<file path="src/rtl/pipe_stage_reg_pkg.sv">
// Shared constants and types for the inter-stage pipeline registers of the
// 5-stage MIPS core. Every stage boundary imports this package.
package pipe_stage_reg_pkg;

    // Architectural register address width (rs/rt/rd fields).
    localparam int REG_ADDR_W = 5;

    // Width of the program counter.
    localparam int PC_W = 32;

    // Default reset/bubble PC: the MARS-style text segment base.
    localparam logic [PC_W-1:0] PC_RESET_DEFAULT = 32'h0000_3000;

    // Default width of the Tnew forwarding field.
    localparam int TNEW_W_DEFAULT = 2;

    // A nop payload is all-zero; downstream decoders treat it as "do nothing".
    localparam logic NOP_PAYLOAD_BIT = 1'b0;

    // What the stage register does at the next edge (reset is handled
    // separately because it is sampled directly in the flop process).
    typedef enum logic [1:0] {
        ACT_LOAD  = 2'd0,
        ACT_HOLD  = 2'd1,
        ACT_FLUSH = 2'd2
    } stage_action_e;

    // Flush beats stall, stall beats load.
    function automatic stage_action_e decode_action(input logic flush, input logic en);
        if (flush) begin
            return ACT_FLUSH;
        end else if (!en) begin
            return ACT_HOLD;
        end
        return ACT_LOAD;
    endfunction

endpackage

</file>
<file path="src/rtl/pipe_stage_reg_sat_counter.sv">
// Saturating up-counter used for per-stage stall/flush performance counts.
module sat_counter #(
    parameter int W = 16
) (
    input  logic         clk,
    input  logic         reset,
    input  logic         clr,
    input  logic         inc,
    output logic [W-1:0] q
);

    logic [W-1:0] cnt_q;
    logic [W-1:0] cnt_d;

    // Clear wins over increment; increment sticks at all-ones instead of wrapping.
    always_comb begin
        cnt_d = cnt_q;
        if (clr) begin
            cnt_d = '0;
        end else if (inc && (cnt_q != '1)) begin
            cnt_d = cnt_q + W'(1);
        end
    end

    // Counter register with synchronous reset overriding clear.
    always_ff @(posedge clk) begin
        if (reset) begin
            cnt_q <= '0;
        end else begin
            cnt_q <= cnt_d;
        end
    end

    assign q = cnt_q;

endmodule

</file>
<file path="src/rtl/pipe_stage_reg.sv">
// Generic pipeline boundary register (F/D, D/E, E/M, M/W) with stall, flush
// bubbles, valid bit, Tnew countdown and stall/flush performance counters.
module pipe_stage_reg
    import pipe_stage_reg_pkg::*;
#(
    parameter int              DATA_W   = 64,
    parameter int              TNEW_W   = TNEW_W_DEFAULT,
    parameter bit              TNEW_DEC = 1'b1,
    parameter logic [PC_W-1:0] PC_RESET = PC_RESET_DEFAULT,
    parameter bit              KEEP_PC  = 1'b0,
    parameter int              CNT_W    = 16
) (
    input  logic                  clk,
    input  logic                  reset,
    input  logic                  en,
    input  logic                  flush,
    input  logic                  cnt_clr,
    input  logic                  in_valid,
    input  logic [PC_W-1:0]       in_pc,
    input  logic                  in_bd,
    input  logic [REG_ADDR_W-1:0] in_a1,
    input  logic [REG_ADDR_W-1:0] in_a2,
    input  logic [REG_ADDR_W-1:0] in_wr,
    input  logic [TNEW_W-1:0]     in_tnew,
    input  logic [DATA_W-1:0]     in_payload,
    output logic                  out_valid,
    output logic [PC_W-1:0]       out_pc,
    output logic                  out_bd,
    output logic [REG_ADDR_W-1:0] out_a1,
    output logic [REG_ADDR_W-1:0] out_a2,
    output logic [REG_ADDR_W-1:0] out_wr,
    output logic [TNEW_W-1:0]     out_tnew,
    output logic [DATA_W-1:0]     out_payload,
    output logic [CNT_W-1:0]      stall_cnt,
    output logic [CNT_W-1:0]      flush_cnt
);

    stage_action_e action;

    logic                  valid_q,   valid_d;
    logic [PC_W-1:0]       pc_q,      pc_d;
    logic                  bd_q,      bd_d;
    logic [REG_ADDR_W-1:0] a1_q,      a1_d;
    logic [REG_ADDR_W-1:0] a2_q,      a2_d;
    logic [REG_ADDR_W-1:0] wr_q,      wr_d;
    logic [TNEW_W-1:0]     tnew_q,    tnew_d;
    logic [DATA_W-1:0]     payload_q, payload_d;
    logic [TNEW_W-1:0]     tnew_loaded;

    assign action = decode_action(flush, en);

    // Tnew entering this stage is one cycle closer to ready, bottoming out at 0.
    always_comb begin
        tnew_loaded = in_tnew;
        if (TNEW_DEC && (in_tnew != '0)) begin
            tnew_loaded = in_tnew - TNEW_W'(1);
        end
    end

    // Next stage contents: bubble on flush, keep on stall, copy upstream on load.
    always_comb begin
        valid_d   = valid_q;
        pc_d      = pc_q;
        bd_d      = bd_q;
        a1_d      = a1_q;
        a2_d      = a2_q;
        wr_d      = wr_q;
        tnew_d    = tnew_q;
        payload_d = payload_q;
        unique case (action)
            ACT_FLUSH: begin
                valid_d   = 1'b0;
                pc_d      = KEEP_PC ? in_pc : PC_RESET;
                bd_d      = KEEP_PC ? in_bd : 1'b0;
                a1_d      = '0;
                a2_d      = '0;
                wr_d      = '0;
                tnew_d    = '0;
                payload_d = {DATA_W{NOP_PAYLOAD_BIT}};
            end
            ACT_LOAD: begin
                valid_d   = in_valid;
                pc_d      = in_pc;
                bd_d      = in_bd;
                a1_d      = in_a1;
                a2_d      = in_a2;
                wr_d      = in_wr;
                tnew_d    = tnew_loaded;
                payload_d = in_payload;
            end
            default: begin
            end
        endcase
    end

    // Stage register; reset overrides any flush/stall in the same cycle.
    always_ff @(posedge clk) begin
        if (reset) begin
            valid_q   <= 1'b0;
            pc_q      <= PC_RESET;
            bd_q      <= 1'b0;
            a1_q      <= '0;
            a2_q      <= '0;
            wr_q      <= '0;
            tnew_q    <= '0;
            payload_q <= '0;
        end else begin
            valid_q   <= valid_d;
            pc_q      <= pc_d;
            bd_q      <= bd_d;
            a1_q      <= a1_d;
            a2_q      <= a2_d;
            wr_q      <= wr_d;
            tnew_q    <= tnew_d;
            payload_q <= payload_d;
        end
    end

    assign out_valid   = valid_q;
    assign out_pc      = pc_q;
    assign out_bd      = bd_q;
    assign out_a1      = a1_q;
    assign out_a2      = a2_q;
    assign out_wr      = wr_q;
    assign out_tnew    = tnew_q;
    assign out_payload = payload_q;

    // A stall cycle is one where the stage is held and not being flushed.
    sat_counter #(.W(CNT_W)) u_stall_cnt (
        .clk   (clk),
        .reset (reset),
        .clr   (cnt_clr),
        .inc   (~en & ~flush),
        .q     (stall_cnt)
    );

    sat_counter #(.W(CNT_W)) u_flush_cnt (
        .clk   (clk),
        .reset (reset),
        .clr   (cnt_clr),
        .inc   (flush),
        .q     (flush_cnt)
    );

endmodule

</file>
<file path="config.mk">
export PLATFORM = sky130hd
export DESIGN_NAME = pipe_stage_reg
export DESIGN_NICKNAME = d
export VERILOG_FILES = /design/src/rtl/pipe_stage_reg_pkg.sv /design/src/rtl/pipe_stage_reg_sat_counter.sv /design/src/rtl/pipe_stage_reg.sv
export SDC_FILE = /design/constraint.sdc
export NUM_CORES = 1
export LEC_CHECK = 0
export ABC_AREA = 1
export CORE_MARGIN = 10
export CORE_UTILIZATION = 38
export CTS_CLUSTER_DIAMETER = 60
export CTS_CLUSTER_SIZE = 24
export DETAILED_ROUTE_END_ITERATION = 8
export GPL_TIMING_DRIVEN = 0
export PLACE_DENSITY = 0.74
export SYNTH_ARGS = -nofsm -noshare
export SYNTH_HDL_FRONTEND = slang
export SYNTH_HIERARCHICAL = 1
export SYNTH_SLANG_ARGS = --single-unit
</file>
<file path="constraint.sdc">
create_clock -name clk -period 1.5 [get_ports clk]
set_input_delay 0.225 -clock clk [delete_from_list [all_inputs] [get_ports clk]]
set_output_delay 0.225 -clock clk [all_outputs]
set_load 0.05 [all_outputs]
</file>
==> flow_summary_export.csv <==
group,metric,value,unit
cts,clkSinkCount,147,
detailed_routing,final_antenna_net_count,0,
yosys,synth_xor_xnor_area_share,0,%
cts,cts-root-buf,"clkbuf_16",
yosys,synth_area,6180,sq um
yosys,synth_fp_nets,953,
global_route,grt_max_degree,17,
run,max_cap_violations,0,
critical_path,rr_worst_depth,7,
floorplanning,die_h,147,um
yosys,synth_edf_count,0,
place,dp_hpwl,17000,um
sta,finalSetupTns,0,ns
min_path,hp-start,"en",
detailed_routing,finalWirelength,22400,um
sta,final.setup_skew,0.00909,ns
yosys,async_flop_share,0,%
cells_and_area,nets,1243,
sta,worst_slew_pin_slew,0.584,ns
yosys,synth_area_per_cell,7.43,sq um
yosys,yosys.area_share.simple,34.3,%
floorplanning,io_pins,267,
cts,numCtsBuffers,17,
cts,htreeDepth,4,
critical_path,worst-r2r-setup-slack,0.09,ns
min_path,min_to,"out_pc[1]$_SDFFE_PP0P_",
global_route,grt.overflow.total,0,
place,port_buffers,265,
critical_path,start_kind,"primary input",
detailed_routing,drc,0,
global_route,grt_pass1_wl,34500,um
yosys,yosysMostFrequentCell,"nand2_1",
sta,min_period_over_period,95.3,%
detailed_routing,drt_first_pass_iters,5,
floorplanning,start_util,38.9,%
cells_and_area,drive_gt1_share,26.5,%
yosys,postSynthCellCount,831,
critical_path,worstReg2RegStart,"u_stall_cnt/q[0]$_SDFFE_PP0P_",
place,globalplace.congestion,0.875,
critical_path,path_class,"primary input to flop",
floorplanning,die_x,147,um
power_and_ir_drop,ir_worst_vdd,0.716,mV
yosys,synth_area_leaders,"dfxtp_1 48%, nand2_1 12%, nand3_1 11%, a21oi_1 10%, nor2_1 4.7%",
cts,cts_tree,"built",
min_path,hold_class,"primary input to flop",
detailed_routing,drt-wirelength-per-cell,16.6,um
cts,clock_path_buffers,2,
yosys,yosys_warnings,6,
detailed_routing,drt_iter0_markers,338,
cells_and_area,fin_area,9860,sq um
yosys,synth.top_cell.area_share,47.6,%
sta,clock.fmax,700,MHz
yosys,yosysSeqAreaShare,47.6,%
critical_path,end_kind,"flop",
cells_and_area,area_growth,59.7,%
global_route,grt_pass1_vias,6362,
yosys,synthMuxAreaShare,0,%
cts,hold_buffers,0,
power_and_ir_drop,power.density,1000,nW/um^2
critical_path,rr_endpoint,"u_stall_cnt/q[2]$_SDFFE_PP0P_",
sta,finalMaxSlewViolations,0,
sta,setup_violations,0,
yosys,yosys.area_share.adder,0.405,%
detailed_routing,viasPerCell,4.86,
cells_and_area,antennaDiodeCount,0,
status,outcome,"completed",
yosys,synth_top_cell_by_area,"dfxtp_1",
critical_path,cp_data_required_time,1.81,ns
power_and_ir_drop,power.leakage,0.00371,uW
yosys,synth_top_family_by_area,"simple AND/OR/NAND/NOR gates",
floorplanning,fp.coreArea,15900,sq um
cells_and_area,fillCellCount,1489,
sta,layout_min_cycle_time,1.43,ns
critical_path,arrival,1.74,ns
detailed_routing,dr_total_vias,6559,
min_path,holdPathStages,5,
global_route,antenna_found_initial,0,
sta,rsz0062_at_grt,"yes",
yosys,synth_common_cells,"204 x nand2_1, 147 x dfxtp_1, 139 x nand3_1",
yosys,ys_types,24,
cells_and_area,ff_latch_area,2990,sq um
cells_and_area,multi_input_area,2830,sq um
floorplanning,num_rows,46,
cts,clk_latency,0.42,ns
critical_path,path_max_fanout,14,
yosys,synth_compound_area_share,10.8,%
sta,max_slew_margin,60.9,%
floorplanning,die-area,21800,sq um
global_route,grtUsageTotal,19.7,%
yosys,ys.flop_type,"dfxtp_1",
cts,clk_pin_slew_worst_paths,0.06,ns
sta,hold_viol,0,
yosys,synth_seq_cells,147,
place,dpl_cell_area,9150,sq um
[cells by family after synthesis]
family                     count (synthesis)
and+or+nand+nor                          458
AOI/OAI and AO/OA                        133
buffers and inverters                     91
DFF                                      147
adders and majority gates                  2
[repair_timing]
| action | CTS | global route |
|---|---|---|
| pin swaps | 1 | 7 |
| buffers inserted | 1 | 4 |
| endpoints found under the setup margin | 272 | 99 |
| gates resized for setup | 418 | 45 |
| gates cloned | 0 | 1 |
[stage by stage]
step	utilization [%]	hold slack [ns]	total power (uW)	setup slack, ns	std cells
after global placement	57.6	0.446	5520	-1.20	1312
final	62.1	0.369	9900	0.0708	1350
after global routing	62.1	0.377	10300	-0.0908	1350
after CTS	62.5	0.359	10000	-0.00499	1345
after detailed placement	57.6	0.451	5530	-1.22	1312
after floorplan	-	0.324	4860	0.0358	831
[worst max path at each step]
stage | slack, ns | cells past startpoint | startpoint | to
2_1_floorplan | 0.04 | 7 | u_flush_cnt/q[0]$_SDFFE_PP0P_ | u_flush_cnt/q[15]$_SDFFE_PP0P_
3_3_place_gp | -1.20 | 10 | flush | u_stall_cnt/q[14]$_SDFFE_PP0P_
3_5_place_dp | -1.22 | 10 | flush | u_stall_cnt/q[14]$_SDFFE_PP0P_
4_1_cts | -0.005 | 10 | flush | u_stall_cnt/q[14]$_SDFFE_PP0P_
5_1_grt | -0.09 | 10 | flush | u_stall_cnt/q[14]$_SDFFE_PP0P_
6_report | 0.07 | 10 | flush | u_stall_cnt/q[14]$_SDFFE_PP0P_
[report_power, final]
group          internal, uW  switching (uW)
combinational           538             807
sequential             4010            57.5
clock                  2830            1670
total                  7370            2530
[flip-flops by register name, summed over array words and instances (netlist names)]
signal / cells
out_a2: 5
out_payload: 64
out_pc: 32
out_bd: 1
out_wr: 5
u_stall_cnt/q: 16
out_valid: 1
out_tnew: 2
u_flush_cnt/q: 16
out_a1: 5
[area by class of cell]
class / instances / share of cell area [%]
timing repair buffer: 271 / 27.5
buffer: 54 / 3.02
multi-input combinational: 593 / 28.7
clock inverter: 13 / 1.83
inverter: 37 / 1.41
clock buffer: 19 / 4.49
tap: 216 / 2.74
sequential: 147 / 30.3
[layer usage]
layer | routed length (um) | global-route usage [%] | vias to the layer above
met5 | 0 | 0 | -
met4 | 182 | 4.61 | 0
met3 | 2070 | 8.42 | 11
met2 | 11200 | 33.9 | 209
met1 | 8950 | 21.9 | 3032
li1 | - | - | 3307
[critical path, stage by stage]
cell and delay, ns:
clkdlybuf4s15_2 0.34, nor2_4 0.17, buf_4 0.23, inv_2 0.09, nor2_2 0.18, nand2_1 0.11, nor2_1 0.17, nand3_1 0.11
nand2_1 0.07, nor2_1 0.03
[cell usage in the layout (no fill, tap or decap), types with 17 or more instances in the layout]
cell / count
nand2_1: 204
nand3_1: 139
a21oi_1: 128
clkdlybuf4s15_2: 120
clkdlybuf4s50_1: 117
dfxtp_1: 115
nor2_1: 76
clkbuf_2: 34
inv_1: 34
dfxtp_2: 28
buf_2: 25
clkbuf_16: 17
No activity file was read; power rests on OpenSTA's default activity.
==> patch 1, RTL diff (config.mk and constraints unchanged) <==
The package constant `TNEW_W_DEFAULT` goes from 2 to 4.
--- a/src/rtl/pipe_stage_reg_pkg.sv
+++ b/src/rtl/pipe_stage_reg_pkg.sv
@@ -14,3 +14,3 @@
     // Default width of the Tnew forwarding field.
-    localparam int TNEW_W_DEFAULT = 2;
+    localparam int TNEW_W_DEFAULT = 4;
 
Interface: changed (resized in_tnew and out_tnew); port bits go from 267 to 271. The function was not compared with the original's and may differ.
==> patch 1 against the unedited design <==
Routed wire length shrank 1.6%; power is 1.1% lower; count of clock-buffer cells in the layout decreased by 2; design area is 0.32% higher; register-to-register slack got worse by 20 ps; critical path type is now flop to flop; largest power group unchanged; setup slack improved by 3.7 ps; sequential cell count is 2 higher; area after synthesis down 0.45%; utilization is 0.20 points higher.
==> patch 1: results (changes against the unedited design) <==
critical_path:
  start_kind: "flop"
  r2r_slack_ps: 70  # -20 ps
  critical-path-slowest-cell: "dfxtp_4"
  startpoint: "u_stall_cnt/q[0]$_SDFFE_PP0P_"
  critPathMaxStageDelay_ps: 380  # +40 ps
  path_max_fanout: 6  # -8
  crit_end: "u_stall_cnt/q[7]$_SDFFE_PP0P_"
route:
  wl_microns: 22100  # -1.6%
  met3_length_microns: 1750  # -15%
  top_layer: "met4"
  vias: 6418  # -2.1%
  met1_length_microns: 8970  # +0.23%
  drt_iter0_drc: 314  # -7.1%
placed_design:
  placed_area_sq_um: 9170  # +0.25%
  dpl.hpwl_microns: 16800  # -1.6%
  port_buffers: 270  # +1.9%
sta:
  holdWs_ps: 361  # -7.76 ps
  finalClockSkew_ps: 5.02  # -4.07 ps
  worst_slew_margin_rel_pct: 60.6  # -0.33 points
hold_path:
  hp-start: "in_payload[58]"
  hold_path_end: "out_payload[58]$_SDFFE_PP0P_"
  worstHoldPathCells: 3  # -2
synth:
  yosysUniqueCellTypes: 25  # +4.2%
  seq_area_frac_synth_pct: 48.5  # +0.86 points
  synth_fp_nets: 963  # +1.0%
  synth_common_cells: "nand2_1, dfxtp_1, a21oi_1, nor2_1, inv_1"
  synth_area_leaders: "dfxtp_1, nand2_1, a21oi_1"
global_route:
  grt_use_total_pct: 19.6  # -0.11 points
  grt_use_met3_pct: 7.52  # -0.90 points
  grt_use_met2_pct: 33.2  # -0.77 points
  grt_pass1_vias: 6273  # -1.4%
  grt_pass1_wl_microns: 34000  # -1.6%
  grt_max_degree: 17  # unchanged
cells_and_area:
  fin_nets: 1260  # +1.4%
  drive_gt1_share_pct: 25.9  # -0.56 points
power_and_ir_drop:
  p_leak_nw: 3.78  # +1.9%
run_status:
  status: "finished clean"
clocking:
  clk_pin_slew_ps: 70
patch 1: cell types whose count changed in the layout (fill, tap and decap cells not counted), moves of 2 or more:
cell / change
clkbuf_2: -5
dfxtp_1: +2
clkbuf_1: -5
buf_6: +5
clkdlybuf4s15_2: +2
clkdlybuf4s50_1: +3
clkinv_2: -2
nand2_1: +118
o22ai_1: +2
nand3_1: -107
buf_2: -10
inv_6: +3
buf_4: +3
clkinv_4: +2
patch 1: what timing repair did:
item,CTS,global route
resized for setup,425,41
setup buffers,0,7
cloned,0,2
pin swaps,0,6
setup endpoints to repair,165,68
patch 1: stage by stage:
stage          power, mW  TNS [ps]  instances  setup slack (ps)
2_1_floorplan       4.90         0        838              35.8
3_3_place_gp        5.55    -48210       1324              -910
3_5_place_dp        5.56    -49800       1324              -925
4_1_cts             9.90         0       1355             0.153
5_1_grt             10.2     -36.3       1363             -14.6
6_report            9.80         0       1363              74.5
patch 1: cells by family (layout without fill, tap and decap cells):
family                   Yosys count  count (layout)  share of synthesized area [%]
adder cells (fa/ha/maj)            3               3                          0.611
flip-flops                       149             149                           48.5
buffers and inverters             81             390                           6.90
AND/OR/NAND/NOR                  468             468                           32.7
XOR/XNOR                           1               1                          0.142
AO/OA/AOI/OAI                    136             136                           11.1
patch 1: where the power goes:
group / total, mW / internal [mW] / switching (mW)
registers: 4.12 / 4.06 / 0.0587
clock network: 4.36 / 2.63 / 1.73
logic: 1.32 / 0.542 / 0.778
total: 9.80 / 7.23 / 2.57
patch 1: layout make-up:
type,instances,share of cell area [%]
plain buffers,40,2.74
clock buffers,17,4.30
clock inverters,14,1.76
inverters,40,1.57
multi-input cells,608,28.1
flip-flops and latches,149,30.6
well taps,216,2.73
repair buffers,279,28.1
==> patch 2, RTL diff (same flow settings) <==
Made on the original files. Take the reset off `a1_q`, `a2_q`, `wr_q` and `payload_q` and load them in a clocked block of their own.
--- a/src/rtl/pipe_stage_reg.sv
+++ b/src/rtl/pipe_stage_reg.sv
@@ -101,7 +101,3 @@
             bd_q      <= 1'b0;
-            a1_q      <= '0;
-            a2_q      <= '0;
-            wr_q      <= '0;
             tnew_q    <= '0;
-            payload_q <= '0;
         end else begin
@@ -110,8 +106,11 @@
             bd_q      <= bd_d;
-            a1_q      <= a1_d;
-            a2_q      <= a2_d;
-            wr_q      <= wr_d;
             tnew_q    <= tnew_d;
-            payload_q <= payload_d;
         end
+    end
+
+    always_ff @(posedge clk) begin
+        a1_q      <= a1_d;
+        a2_q      <= a2_d;
+        wr_q      <= wr_d;
+        payload_q <= payload_d;
     end
Formal check against the unedited RTL: not equivalent (Yosys sat finds a counterexample within 4 cycles, from zero or initial values and one cycle with reset high).
==> patch 2 against the unedited design <==
Routed wire length shrank 7.1%; area after synthesis increased by 3.3%; design area grew 1.1%; power up 5.1%; first-iteration DRC count shrank 29%; global-route usage down 1.8 points; critical path depth decreased by 9; critical path type is now flop to primary output; sequential cell count unchanged; setup slack lost 29 ps.
==> patch 2: results (changes against the unedited design) <==
run_status:
  status: "finished clean"
synth:
  synth_edf_count: 79  # +79
  seq_area_frac_synth_pct: 58.5  # +11 points
  yosys.area_share.adder_pct: 0.392  # -0.013 points
  synth_fp_nets: 849  # -11%
  synth_compound_area_share_pct: 4.24  # -6.5 points
  synth_area_leaders: "edfxtp_1, dfxtp_1, nor2_1"
  syn_avg_cell_area_sq_um: 8.77  # +18%
  synth_common_cells: "nor2_1, nand2_1, inv_1, edfxtp_1, dfxtp_1"
placed_design:
  dpl.hpwl_microns: 16000  # -6.4%
  gp_congestion: 0.888  # +1.5%
critical_path:
  path_delay_family: "buffers and inverters"
  crit_arrival_ps: 1230  # -510 ps
  startpoint: "out_payload[49]$_SDFFCE_PP0P_"
  critical-path-slowest-cell: "clkdlybuf4s15_1"
  r2r-start: "u_flush_cnt/q[0]$_SDFFE_PP0P_"
global_route:
  grt_max_degree: 35  # +18
  grt_pass1_wl_microns: 30600  # -11%
  grt_use_total_pct: 17.8  # -1.8 points
  grt_pass1_vias: 5431  # -15%
power_and_ir_drop:
  p_leak_nw: 4.21  # +13%
  peakVddDrop_mv: 0.728  # +1.7%
sta:
  finalClockSkew_ps: 7.56  # -1.53 ps
  tightest_slew_ps: 635  # +50.7 ps
route:
  wl_per_cell_microns: 16.6  # +0.18%
  drt_iter0_drc: 241  # -29%
  vias: 5650  # -14%
cells_and_area:
  fin_nets: 1141  # -8.2%
  drive_gt1_share_pct: 26.6  # +0.19 points
-- patch 2: routing by layer --
metal,up-vias,GRT usage (%),wire length (microns)
li1,2859,-,-
met1,2553,20.3,8400
met2,217,29.9,10100
met3,21,7.31,2050
met4,0,5.59,320
met5,-,0,0
-- patch 2: layout make-up --
class                      count  area [sq um]
sequential                   147          3780
inverter                     118           447
multi-input combinational    435          2070
timing repair buffer         273          2630
clock buffer                  18           429
buffer                        27           199
fill                        1440          6550
clock inverter                14           138
tap                          220           275
-- patch 2: metrics by stage --
stage | area [sq um] | setup slack (ps)
2_1_floorplan | 6450 | -630
3_3_place_gp | 9380 | -1950
3_5_place_dp | 9420 | -965
4_1_cts | 10100 | 0.240
5_1_grt | 9970 | 0.142
6_report | 9970 | 42.1
-- patch 2: final timing paths --
kind                                                  endpoint  slack [ps]  cells past startpoint
worst min-delay path                    out_pc[9]$_SDFFE_PP0P_         110                      3
worst max-delay path                           out_payload[49]          40                      1
worst min register to register         out_pc[27]$_SDFFE_PP0P_         460                      2
worst max register to register  u_flush_cnt/q[15]$_SDFFE_PP0P_          90                      7
-- patch 2: where the power goes --
group | internal, mW | switching (mW)
Combinational | 0.605 | 1.19
Clock | 2.43 | 1.65
Sequential | 4.46 | 0.0674
-- patch 2: timing repair --
action,CTS,global route
setup buffers,1,4
cloned,0,1
pin swaps,0,6
resized for setup,384,63
setup endpoints to repair,289,65
-- patch 2: worst min-delay path: cells and delay by family --
| family | cells | cell delay (ps) |
|---|---|---|
| AND/OR/NAND/NOR | 1 | 80 |
| AO/OA/AOI/OAI | 1 | 60 |
| buffers and inverters | 1 | 120 |
